<file path="src/rtl/regread_stage.sv">
// regread_stage: register-read/issue stage between decode and execute.
// Reads two register file ports, resolves operands (x0 hardwired, same-cycle
// writeback bypass), tracks outstanding destination writes in a scoreboard to
// block RAW/WAW hazards, and holds the result in a valid/ready output register.
//
// Ports:
//   clk_i, rst_i                 clock, asynchronous active-high reset
//   in_valid_i / in_ready_o      decode handshake (in_ready_o combinational)
//   in_rs1_i, in_rs2_i, in_rd_i  source/destination register addresses
//   in_rd_we_i, in_ctrl_i        destination write enable, opaque control
//   rf_read_addr{1,2}_o          register file read addresses (combinational)
//   rf_read_data{1,2}_i          register file combinational read data
//   wb_en_i, wb_addr_i, wb_data_i  writeback commit (also feeds the bypass)
//   out_valid_o / out_ready_i    execute handshake
//   out_op1_o, out_op2_o, out_rd_o, out_rd_we_o, out_ctrl_o  registered payload
module regread_stage #(
    parameter int unsigned DATA_W = 64,
    parameter int unsigned ADDR_W = 5,
    parameter int unsigned CTRL_W = 16
) (
    input  logic              clk_i,
    input  logic              rst_i,
    input  logic              in_valid_i,
    output logic              in_ready_o,
    input  logic [ADDR_W-1:0] in_rs1_i,
    input  logic [ADDR_W-1:0] in_rs2_i,
    input  logic [ADDR_W-1:0] in_rd_i,
    input  logic              in_rd_we_i,
    input  logic [CTRL_W-1:0] in_ctrl_i,
    output logic [ADDR_W-1:0] rf_read_addr1_o,
    output logic [ADDR_W-1:0] rf_read_addr2_o,
    input  logic [DATA_W-1:0] rf_read_data1_i,
    input  logic [DATA_W-1:0] rf_read_data2_i,
    input  logic              wb_en_i,
    input  logic [ADDR_W-1:0] wb_addr_i,
    input  logic [DATA_W-1:0] wb_data_i,
    output logic              out_valid_o,
    input  logic              out_ready_i,
    output logic [DATA_W-1:0] out_op1_o,
    output logic [DATA_W-1:0] out_op2_o,
    output logic [ADDR_W-1:0] out_rd_o,
    output logic              out_rd_we_o,
    output logic [CTRL_W-1:0] out_ctrl_o
);

    localparam int unsigned NREG = 2 ** ADDR_W;

    logic [NREG-1:0]   pending_q;
    logic [NREG-1:0]   pending_d;
    logic              wb_hit;
    logic              fwd1;
    logic              fwd2;
    logic              busy1;
    logic              busy2;
    logic              busy_rd;
    logic              hazard;
    logic              accept;
    logic [DATA_W-1:0] op1_c;
    logic [DATA_W-1:0] op2_c;

    // Register file addresses come straight from decode.
    assign rf_read_addr1_o = in_rs1_i;
    assign rf_read_addr2_o = in_rs2_i;

    // Operand resolution and hazard detection.
    always_comb begin
        wb_hit  = wb_en_i && (wb_addr_i != '0);
        fwd1    = wb_hit && (wb_addr_i == in_rs1_i);
        fwd2    = wb_hit && (wb_addr_i == in_rs2_i);

        // A register being written back this cycle is no longer busy.
        busy1   = pending_q[in_rs1_i] && !fwd1;
        busy2   = pending_q[in_rs2_i] && !fwd2;
        busy_rd = pending_q[in_rd_i] && !(wb_hit && (wb_addr_i == in_rd_i));

        hazard  = busy1 || busy2 || (in_rd_we_i && busy_rd);

        in_ready_o = (!out_valid_o || out_ready_i) && !hazard;
        accept     = in_valid_i && in_ready_o;

        if (in_rs1_i == '0) begin
            op1_c = '0;
        end else if (fwd1) begin
            op1_c = wb_data_i;
        end else begin
            op1_c = rf_read_data1_i;
        end

        if (in_rs2_i == '0) begin
            op2_c = '0;
        end else if (fwd2) begin
            op2_c = wb_data_i;
        end else begin
            op2_c = rf_read_data2_i;
        end
    end

    // Scoreboard next state: clear on writeback, then set on accept so a new
    // producer of the same register stays outstanding.
    always_comb begin
        pending_d = pending_q;
        if (wb_hit) begin
            pending_d[wb_addr_i] = 1'b0;
        end
        if (accept && in_rd_we_i && (in_rd_i != '0)) begin
            pending_d[in_rd_i] = 1'b1;
        end
        pending_d[0] = 1'b0;
    end

    // Scoreboard register.
    always_ff @(posedge clk_i or posedge rst_i) begin
        if (rst_i) begin
            pending_q <= '0;
        end else begin
            pending_q <= pending_d;
        end
    end

    // Output pipeline register: load on accept, drain on ready, else hold.
    always_ff @(posedge clk_i or posedge rst_i) begin
        if (rst_i) begin
            out_valid_o <= 1'b0;
            out_op1_o   <= '0;
            out_op2_o   <= '0;
            out_rd_o    <= '0;
            out_rd_we_o <= 1'b0;
            out_ctrl_o  <= '0;
        end else if (accept) begin
            out_valid_o <= 1'b1;
            out_op1_o   <= op1_c;
            out_op2_o   <= op2_c;
            out_rd_o    <= in_rd_i;
            out_rd_we_o <= in_rd_we_i;
            out_ctrl_o  <= in_ctrl_i;
        end else if (out_ready_i) begin
            out_valid_o <= 1'b0;
        end
    end

endmodule

</file>
<file path="config.mk">
export PLATFORM = sky130hd
export DESIGN_NAME = regread_stage
export DESIGN_NICKNAME = d
export VERILOG_FILES = /design/src/rtl/regread_stage.sv
export SDC_FILE = /design/constraint.sdc
export NUM_CORES = 1
export LEC_CHECK = 0
export BUFFER_PORTS_ARGS = -buffer_cell sky130_fd_sc_hd__buf_2
export CAP_MARGIN = 20
export CORE_AREA = 2 2 156 158
export DETAILED_ROUTE_END_ITERATION = 12
export DIE_AREA = 0 0 158 160
export GPL_TIMING_DRIVEN = 1
export PLACE_DENSITY_LB_ADDON = 0.05
export REMOVE_ABC_BUFFERS = 1
export SYNTH_ARGS = -nofsm -noshare
export SYNTH_HDL_FRONTEND = slang
export SYNTH_SLANG_ARGS = --single-unit
</file>
<file path="constraint.sdc">
create_clock -name clk_i -period 12.8 [get_ports clk_i]
set_input_delay 3.2 -clock clk_i [delete_from_list [all_inputs] [get_ports clk_i]]
set_output_delay 3.2 -clock clk_i [all_outputs]
set_load 0.02 [all_outputs]
</file>
; Word level (Yosys, flattened, before mapping)
; Index checks and enable logic that the tools add are counted.
[classes]
bitwise = 3
reduce_logical = 27
order_cmp = 6
n_eq_ne = 3
muxes = 18
[op_table]
columns = op, n
row1 = $mux 64, 4
row2 = $mux 32, 2
row3 = $and 32x32->32, 1
row4 = $not 32->32, 1
row5 = $or 32x32->32, 1
row6 = $lt 5x6->1 const B, 4
row7 = $bmux 1 s5, 3
row8 = $eq 5x5->1, 3
row9 = $logic_and 1x1->1, 14
row10 = $demux 1 s5, 2
row11 = $ge 5x1->1 const B, 2
row12 = $logic_not 5->1, 2
row13 = $reduce_bool 5->1, 2
row14 = $mux 1, 7
row15 = $logic_not 1->1, 5
row16 = $logic_or 1x1->1, 3
row17 = $reduce_bool 2->1, 1
[word_totals]
out_inout_bits = 162
elab_cells = 64
reg_bits = 182

; Longest topological paths before layout
; Gate-level depths: netlist of the first run.
[logic_depth]
word_depth = 13
ltp_mapped = 11
ltp_nobuf = 6

; Worst setup path after synthesis of the first run
; Ideal clock, no wire load.
[synth_path]
path_kind = input to output
start = in in_rd_i[1]
end = out in_ready_o
path_slack_ns = 4.595
t_arrival_ns = 5.005
cell_stages = 8
path_cell_list = buf_2 > buf_2 > mux2i_1 > o22ai_1 > nor4_1 > a22o_1 > o21ai_0 > a221oi_1
[synth_via]
elab_chain_cells = 8
[synth_rtl]
columns = element, line_no
row1 = "start, declared", 27  ; input logic [ADDR_W-1:0] in_rd_i,
row2 = "parallel branches: the longest is 3 deep, another holds $bmux 1 s5", -
row3 = $logic_and 1x1->1 (*), 74  ; busy_rd = pending_q[in_rd_i] && !(wb_hit && (wb_addr_i == in_rd_i));
row4 = $logic_and 1x1->1 (*), 76  ; hazard = busy1 || busy2 || (in_rd_we_i && busy_rd);
row5 = $logic_or 1x1->1 (*), 76
row6 = $logic_not 1->1 (*), 78  ; in_ready_o = (!out_valid_o || out_ready_i) && !hazard;
row7 = $logic_and 1x1->1 (*), 78
row8 = "end, declared", 24  ; output logic in_ready_o,
; Every way passes the cells marked *. The select of a mux whose other input is x is not followed.

; Worst setup path in the final report of the first run
[layout_path]
start = in wb_addr_i[2]
end = out in_ready_o
[layout_via]
elab_chain_cells = 9
[layout_rtl]
columns = element, line_no
row1 = "start, declared", 35  ; input logic [ADDR_W-1:0] wb_addr_i,
row2 = $reduce_bool 5->1, 67  ; wb_hit = wb_en_i && (wb_addr_i != '0);
row3 = $logic_and 1x1->1, 67
row4 = $logic_and 1x1->1 (on tied branches), "68, 69, 74"
row5 = $logic_not 1->1 (on tied branches), "72, 73, 74"
row6 = $logic_and 1x1->1 (on tied branches), "72, 73, 74"
row7 = $logic_or 1x1->1 / $logic_and 1x1->1 (equally long branches), 76
row8 = $logic_or 1x1->1 (*), 76
row9 = $logic_not 1->1 (*), 78
row10 = $logic_and 1x1->1 (*), 78
; Every way passes the cells marked *; elsewhere a longest branch is shown, timed or not.

==> results of run 1 <==
[worst register-to-register path, cell delays in order (launching register included)]
cell and delay [ns]:
dfrtp_1 0.49, mux2_4 0.31, a2111oi_1 0.42, nor3_1 0.15, a221oi_4 0.42, o211a_4 0.73
buf_4 0.95, mux2_2 0.45
[where the power goes]
group,internal [mW],switching [mW]
registers,0.729,0.0962
clock network,0.285,0.267
logic,0.341,0.421
total,1.35,0.784
[per-stage QoR]
step                  util  cell area [um^2]
floorplan                -              9857
global placement    0.5184             12350
detailed placement  0.5184             12350
CTS                 0.5449             12980
global route        0.5455             12990
finish              0.5455             12990
[final cells by class]
cell class                 count  area [um^2]  share of cell area
sequential                   182         4554              0.3505
antenna                        6        15.01            0.001156
clock buffer                  17        425.4             0.03274
tap                          324        405.4             0.03120
inverter                       6        30.03            0.002311
multi-input combinational    737         5308              0.4085
clock inverter                15        203.9             0.01570
timing repair buffer         405         2052              0.1579
[layout by cell type (no fill, tap or decap), types with 2 or more instances in the layout]
cell | Yosys | routed
xnor2_1 | 4 | 4
o22ai_1 | 9 | 9
a21bo_2 | 7 | 7
mux4_2 | 13 | 13
or3_1 | 2 | 2
mux2_1 | 12 | 12
nand2_1 | 260 | 260
mux2_4 | 101 | 101
a31oi_1 | 2 | 2
diode_2 | 0 | 6
nand4_1 | 3 | 3
nor2_1 | 14 | 14
nor3_1 | 5 | 5
inv_8 | 0 | 4
or3b_2 | 4 | 4
dfrtp_1 | 182 | 182
mux2i_1 | 22 | 22
a21oi_1 | 129 | 129
clkinv_8 | 0 | 6
nand2b_1 | 2 | 2
inv_6 | 0 | 4
buf_4 | 15 | 10
or3b_1 | 3 | 3
nand3_1 | 6 | 5
buf_2 | 8 | 395
or2_2 | 2 | 2
inv_1 | 6 | 5
o21ai_0 | 56 | 56
mux2_2 | 38 | 38
o2111ai_1 | 3 | 3
clkbuf_16 | 0 | 17
xor2_1 | 11 | 11
nand3b_1 | 11 | 11
[sequential cells by signal, summed over array words and instances (netlist names)]
register	cells
out_op1_o	64
out_valid_o	1
out_ctrl_o	16
out_op2_o	64
out_rd_o	5
pending_q	31
out_rd_we_o	1
[cell families after synthesis]
kind of cell / after synthesis / share of synthesized area
simple gates: 320 / 0.1283
flops: 182 / 0.4351
xor+xnor: 15 / 0.01255
mux: 187 / 0.2502
compound gates: 215 / 0.1135
buf+inv: 93 / 0.06037
[worst max path at each step]
stage,start,to,slack (ns),cells after the start
after global routing,wb_addr_i[2],in_ready_o,3.42,9
final,wb_addr_i[2],in_ready_o,3.64,9
after CTS,wb_addr_i[2],in_ready_o,3.56,9
after global placement,wb_addr_i[2],in_ready_o,3.58,9
after floorplan,wb_addr_i[2],out_ctrl_o[0],2.24,6
after detailed placement,wb_addr_i[2],in_ready_o,3.56,9
[metal layers]
metal	vias to the layer above	track usage	share of wire
met4	10	0.09623	0.027
li1	4181	-	-
met2	404	0.4342	0.47
met3	66	0.06594	0.079
met1	4365	0.3681	0.42
met5	-	0	0.0020
==> key figures, run 1 <==
Worst setup path
  • Max stage delay on crit path: ~0.62 ns
  • CP Capture Type: output port
  • Top Family by Delay on Critical Path: buffers and inverters
  • CP max stage cell: buf_4
  • Crit-path cells: buf_2 -> or3_1 -> o31a_1 -> nand4_1 -> buf_4 -> nand4_1 -> o21ai_0 -> a221oi_1 -> buf_2
  • Crit path buf inv count: 3
  • Critical path type: input pin to output port
  • Worst Path Required: around 9.6 ns
  • Reg2Reg Depth: 7
  • CP Max Fanout: 65
  • RR Endpoint: out_op1_o[53]
  • Startpoint types: input pin
  • R2r startpoint: pending_q[5]
  • Critical Path AT: 5.96 ns
  • R2r setup slk: just under 9 ns

Logic synthesis
  • Synthesized area: 10470 um^2
  • Warnings from Yosys: 0
  • Primary FF master, synth: dfrtp_1
  • EDFF count, synth: 0
  • Mean Syn Cell Area: roughly 10 um^2
  • #FFs+latches synth: around 180
  • Area leader, netlist: dfrtp_1
  • Post-synth top cells: nand2_1, dfrtp_1, a21oi_1
  • Async SR Flop Fraction: 1.000
  • Ranking of synthesized cells by area: dfrtp_1, mux2_4, nand2_1, a21oi_1, mux2_2
  • Cells after Synth: 1012
  • Most frequent cell after synthesis: nand2_1
  • Sequential area share after synthesis: 0.4351
  • Distinct cell type count after synthesis: approximately 50
  • Yosys top cell area share: 0.4351

Routing
  • Antenna viol nets, final: 0
  • DR pass1 iterations: 6
  • DRT iter0 DRCs: 805
  • Drt wl/cell: around 21 um
  • Vias post-DR: 9026
  • Drt total wl: about 35000 um
  • # DRC: 0
  • Via density: between 5 and 6

Die
  • Core Area: 23820 um^2
  • Die height: around 160 um
  • Initial core utilization: 0.4394
  • Die ar.: 25280 um^2
  • Die X: between 150 and 200 um
  • IO Count: between 300 and 400
  • # rows: 57

Layout
  • Fraction of layout cells with a size suffix above 1: 0.4479
  • Number of fill cells: about 2300
  • Final net count: about 1600
  • P&R area growth vs syn: 24.15%
  • Fin cells: approximately 1700

Hold path
  • Min-delay worst type: flip-flop to flip-flop
  • Hold endpoint: out_op2_o[7]
  • Hold path cells: 1
  • Min-delay src: out_op2_o[7]

Timing
  • # setup viols final: 0
  • Final worst slack: between 3 and 4 ns
  • Maximum clock frequency: between 0.1 and 0.15 GHz
  • Unrepaired setup endpoints after global routing: no
  • Minimum clock period: between 9 and 10 ns
  • Fraction of the cycle the final worst path needs: 0.7160
  • Worst hold slack: just under 0.5 ns
  • Total negative slack: 0 ns
  • Measured slew at the worst slew-check pin: 1.013 ns
  • Max Slew Vio Count: 0
  • Slew HR: 0.3247
  • Final Hold Fails: 0
  • Clock Skews: 0.01966 ns

Placement
  • Placed instance count: approximately 1700
  • Port Buffer Count: a little under 400
  • Dpl hpwl: 24490 um
  • Pre-CTS WS: roughly 3.6 ns
  • RePlAce Congestion: ~0.9

Clock tree
  • Max Root-Sink Buffers: 2
  • Post-CTS setup buffers: 0
  • Root buf cell: clkbuf_16
  • Num CTS Buffers: 17
  • CTS tree: done
  • Htree depth: 4
  • Post-cts resize count: 0
  • Clk slew on worst S/H paths: about 0.080 ns
  • Clock latency at the later pin of the worst-skew pair: about 0.44 ns
  • CTS Sinks: between 150 and 200
  • CTS Hold Bufs: 0

Power and ir drop
  • Leakage: about 6.4 nW
  • VDD IR max: 0.00007864 V
  • Power Dens Cells: roughly 160 nW/um^2
  • Pwr Total: between 2 and 2.5 mW

Global route
  • GR Overflow Total: 0
  • GRT Util Overall: 0.2744
  • First-pass GRT wire length: 52900 um
  • Initial antenna violation count: 11
  • Vias in the first global route: roughly 8500
  • Largest net degree at the start of global routing: roughly 120

Outcome
  • Status: complete, no violations

Run
  • Max cap viols: 0
No activity file was read; power rests on OpenSTA's default activity.
==> run 2: changes to the inputs <==
Settings changed: CORE_AREA 2 2 156 158 to not set, CORE_MARGIN set to 2, CORE_UTILIZATION set to 45, DIE_AREA 0 0 158 160 to not set.
Clock period 12.8 ns to 8 ns, I/O delays scaled along.
==> run 2 against run 1 <==
  * Clock power increased by 61%
  * Utilization increased by 2.5 points
  * Sequential share of layout area increased by 0.088 points
  * Global-route usage increased by 1.5 points
  * Clock skew increased by 0.0012 ns
  * Total power increased by 61%
  * Via count increased by 1.4%
  * Non-clock buffer count increased by 1
  * Final cell count decreased by 2.1%
  * Worst setup slack got worse by 1.9 ns
  * Sequential cell count unchanged
  * Count of clock-buffer cells in the layout unchanged
  * Critical path type unchanged
  * Critical endpoint unchanged
  * Largest power group unchanged
  * Highest routed layer unchanged
==> key figures, run 2 (synthesized netlist as in run 1, its figures left out) <==
Worst setup path
  • Beginning of the critical path: in_rd_i[1]
  • Reg2Reg Depth: 7 (unchanged)
  • Crit path buf inv count: 2 (-1)
  • CP Capture Type: output port
  • Worst Path Required: 6.00 ns (-3.60 ns)
  • Startpoint types: input pin
  • CP Max Fanout: 22 (-66%)
  • Max stage delay on crit path: 0.46 ns (-0.16 ns)
  • Critical path type: input pin to output port
  • CP max stage cell: buf_2
  • R2r startpoint: pending_q[7]
  • Critical Path AT: 4.23 ns (-1.73 ns)
  • Top Family by Delay on Critical Path: compound AO/OA/AOI/OAI gates
  • CP Depth: 8 (-1)
  • Crit-path cells: buf_2 -> mux2i_1 -> o22ai_1 -> nor4_1 -> a22o_1 -> o21ai_0 -> a221oi_1 -> buf_2
  • CP dominant cell by count: buf_2

Layout
  • Utilization after layout: 0.5707 (+0.02526)
  • Commonest non-fill, non-tap cell in the layout: buf_2
  • Largest registers: out_op1_o: 64 flops, out_op2_o: 64 flops, pending_q: 31 flops
  • P&R area growth vs syn: 23.84%
  • Commonest non-fill, non-tap cells in the layout: buf_2, nand2_1, dfrtp_1
  • Number of fill cells: 2089 (-7.9%)
  • Fin cells: 1657 (-2.1%)
  • Final net count: 1584 (+0.063%)
  • Fraction of layout cells with a size suffix above 1: 0.4483 (about the same)

Global route
  • GRT Util Overall: 0.2891 (+0.01475)
  • GR Overflow Total: 0 (unchanged)
  • Vias in the first global route: 8921 (+4.5%)
  • Largest net degree at the start of global routing: 122 (+3.4%)
  • Initial antenna violation count: 11 (unchanged)
  • First-pass GRT wire length: 53650 um (+1.4%)

Timing
  • Clock Skews: 0.02089 ns (+0.001224 ns)
  • Max Slew Vio Count: 0 (unchanged)
  • Maximum clock frequency: 0.1605 GHz
  • Final worst slack: 1.770 ns (-1.866 ns)
  • Fraction of the cycle the final worst path needs: 0.7788
  • # setup viols final: 0 (unchanged)
  • Unrepaired setup endpoints after global routing: no
  • Measured slew at the worst slew-check pin: 0.9447 ns (-0.06825 ns)
  • Final Hold Fails: 0 (unchanged)
  • Minimum clock period: ~6.2 ns
  • Slew HR: 0.3702 (+0.04550)

Die
  • Die height: 156.5 um (-2.2%)
  • Initial core utilization: 0.4609 (+0.02150)
  • # rows: 55 (-3.5%)
  • IO Count: 396 (unchanged)
  • Die X: 156.5 um (-0.95%)
  • Core Area: 22710 um^2 (-4.7%)
  • Die ar.: 24490 um^2 (-3.1%)

Power and ir drop
  • Leakage: 6.384 nW (+0.16%)
  • VDD IR max: 0.0001493 V (+90%)
  • Power Dens Cells: 265.3 nW/um^2 (+61%)

Clock tree
  • Clk slew on worst S/H paths: 0.07 ns (about the same)
  • CTS Sinks: 182 (unchanged)
  • Post-cts resize count: 0 (unchanged)
  • CTS Hold Bufs: 0 (unchanged)
  • Root buf cell: clkbuf_16
  • CTS tree: done
  • Max Root-Sink Buffers: 2 (unchanged)
  • Clock latency at the later pin of the worst-skew pair: 0.44 ns (about the same)
  • Htree depth: 4 (unchanged)
  • Num CTS Buffers: 17 (unchanged)
  • Post-CTS setup buffers: 0 (unchanged)

Routing
  • Antenna viol nets, final: 0 (unchanged)
  • Drt wl/cell: 21.80 um (+4.2%)
  • Vias post-DR: 9156 (+1.4%)
  • DRT iter0 DRCs: 652 (-19%)
  • Drt total wl: 36120 um (+2.0%)
  • # DRC: 0 (unchanged)
  • DR pass1 iterations: 5 (-1)
  • Via density: 5.526 (+3.6%)

Outcome
  • Status: complete, no violations

Hold path
  • Hold path cells: 1 (unchanged)
  • Min-delay worst type: flip-flop to flip-flop
  • Min-delay src: out_op2_o[5]

Placement
  • Port Buffer Count: 395 (unchanged)
  • Placed instance count: 1616 (-2.3%)
  • RePlAce Congestion: 0.9629 (+6.0%)
  • Dpl hpwl: 25070 um (+2.4%)
  • Pre-CTS WS: 1.788 ns (-1.773 ns)

Run
  • Max cap viols: 0 (unchanged)
[run 2: per-stage QoR]
| stage | setup TNS (ns) | hold WS [ns] | power (mW) | cell area [um^2] |
|---|---|---|---|---|
| global placement | 0 | 0.4640 | 2.555 | 12310 |
| finish | 0 | 0.4850 | 3.438 | 12960 |
| CTS | 0 | 0.4870 | 3.458 | 12940 |
| detailed placement | 0 | 0.4701 | 2.563 | 12320 |
| floorplan | -203.71 | 0.5014 | 2.112 | 9857 |
| global route | 0 | 0.4969 | 3.594 | 12960 |
[run 2: power breakdown]
part	total, mW	internal (mW)	switching (mW)
Clock	0.891	0.458	0.434
Sequential	1.32	1.17	0.153
Combinational	1.23	0.546	0.682
[run 2: metal layers]
metal / wire [um] / share of wire / track usage / up-vias
met5: 57 / 0.0016 / 0 / -
li1: - / - / - / 4182
met3: 2624 / 0.073 / 0.06979 / 93
met1: 14750 / 0.41 / 0.3673 / 4453
met4: 1413 / 0.039 / 0.1232 / 8
met2: 17270 / 0.48 / 0.4726 / 420
[run 2: path summary, 6_finish.rpt]
path	end	slack, ns
max	in_ready_o	1.77
min	out_op2_o[5]	0.49
max reg2reg	out_op1_o[59]	4.40
min reg2reg	out_op2_o[5]	0.49
max in group asynchronous	out_op1_o[31]	4.91
min in group asynchronous	out_ctrl_o[6]	1.67
[run 2: cell type report]
class / instances / area, um^2 / share of cell area
antenna: 9 / 22.52 / 0.001738
clock buffer: 17 / 425.4 / 0.03282
clock inverter: 15 / 192.7 / 0.01487
inverter: 6 / 30.03 / 0.002317
multi-input combinational: 737 / 5308 / 0.4095
sequential: 182 / 4554 / 0.3514
tap: 285 / 356.6 / 0.02751
timing repair buffer: 406 / 2072 / 0.1599
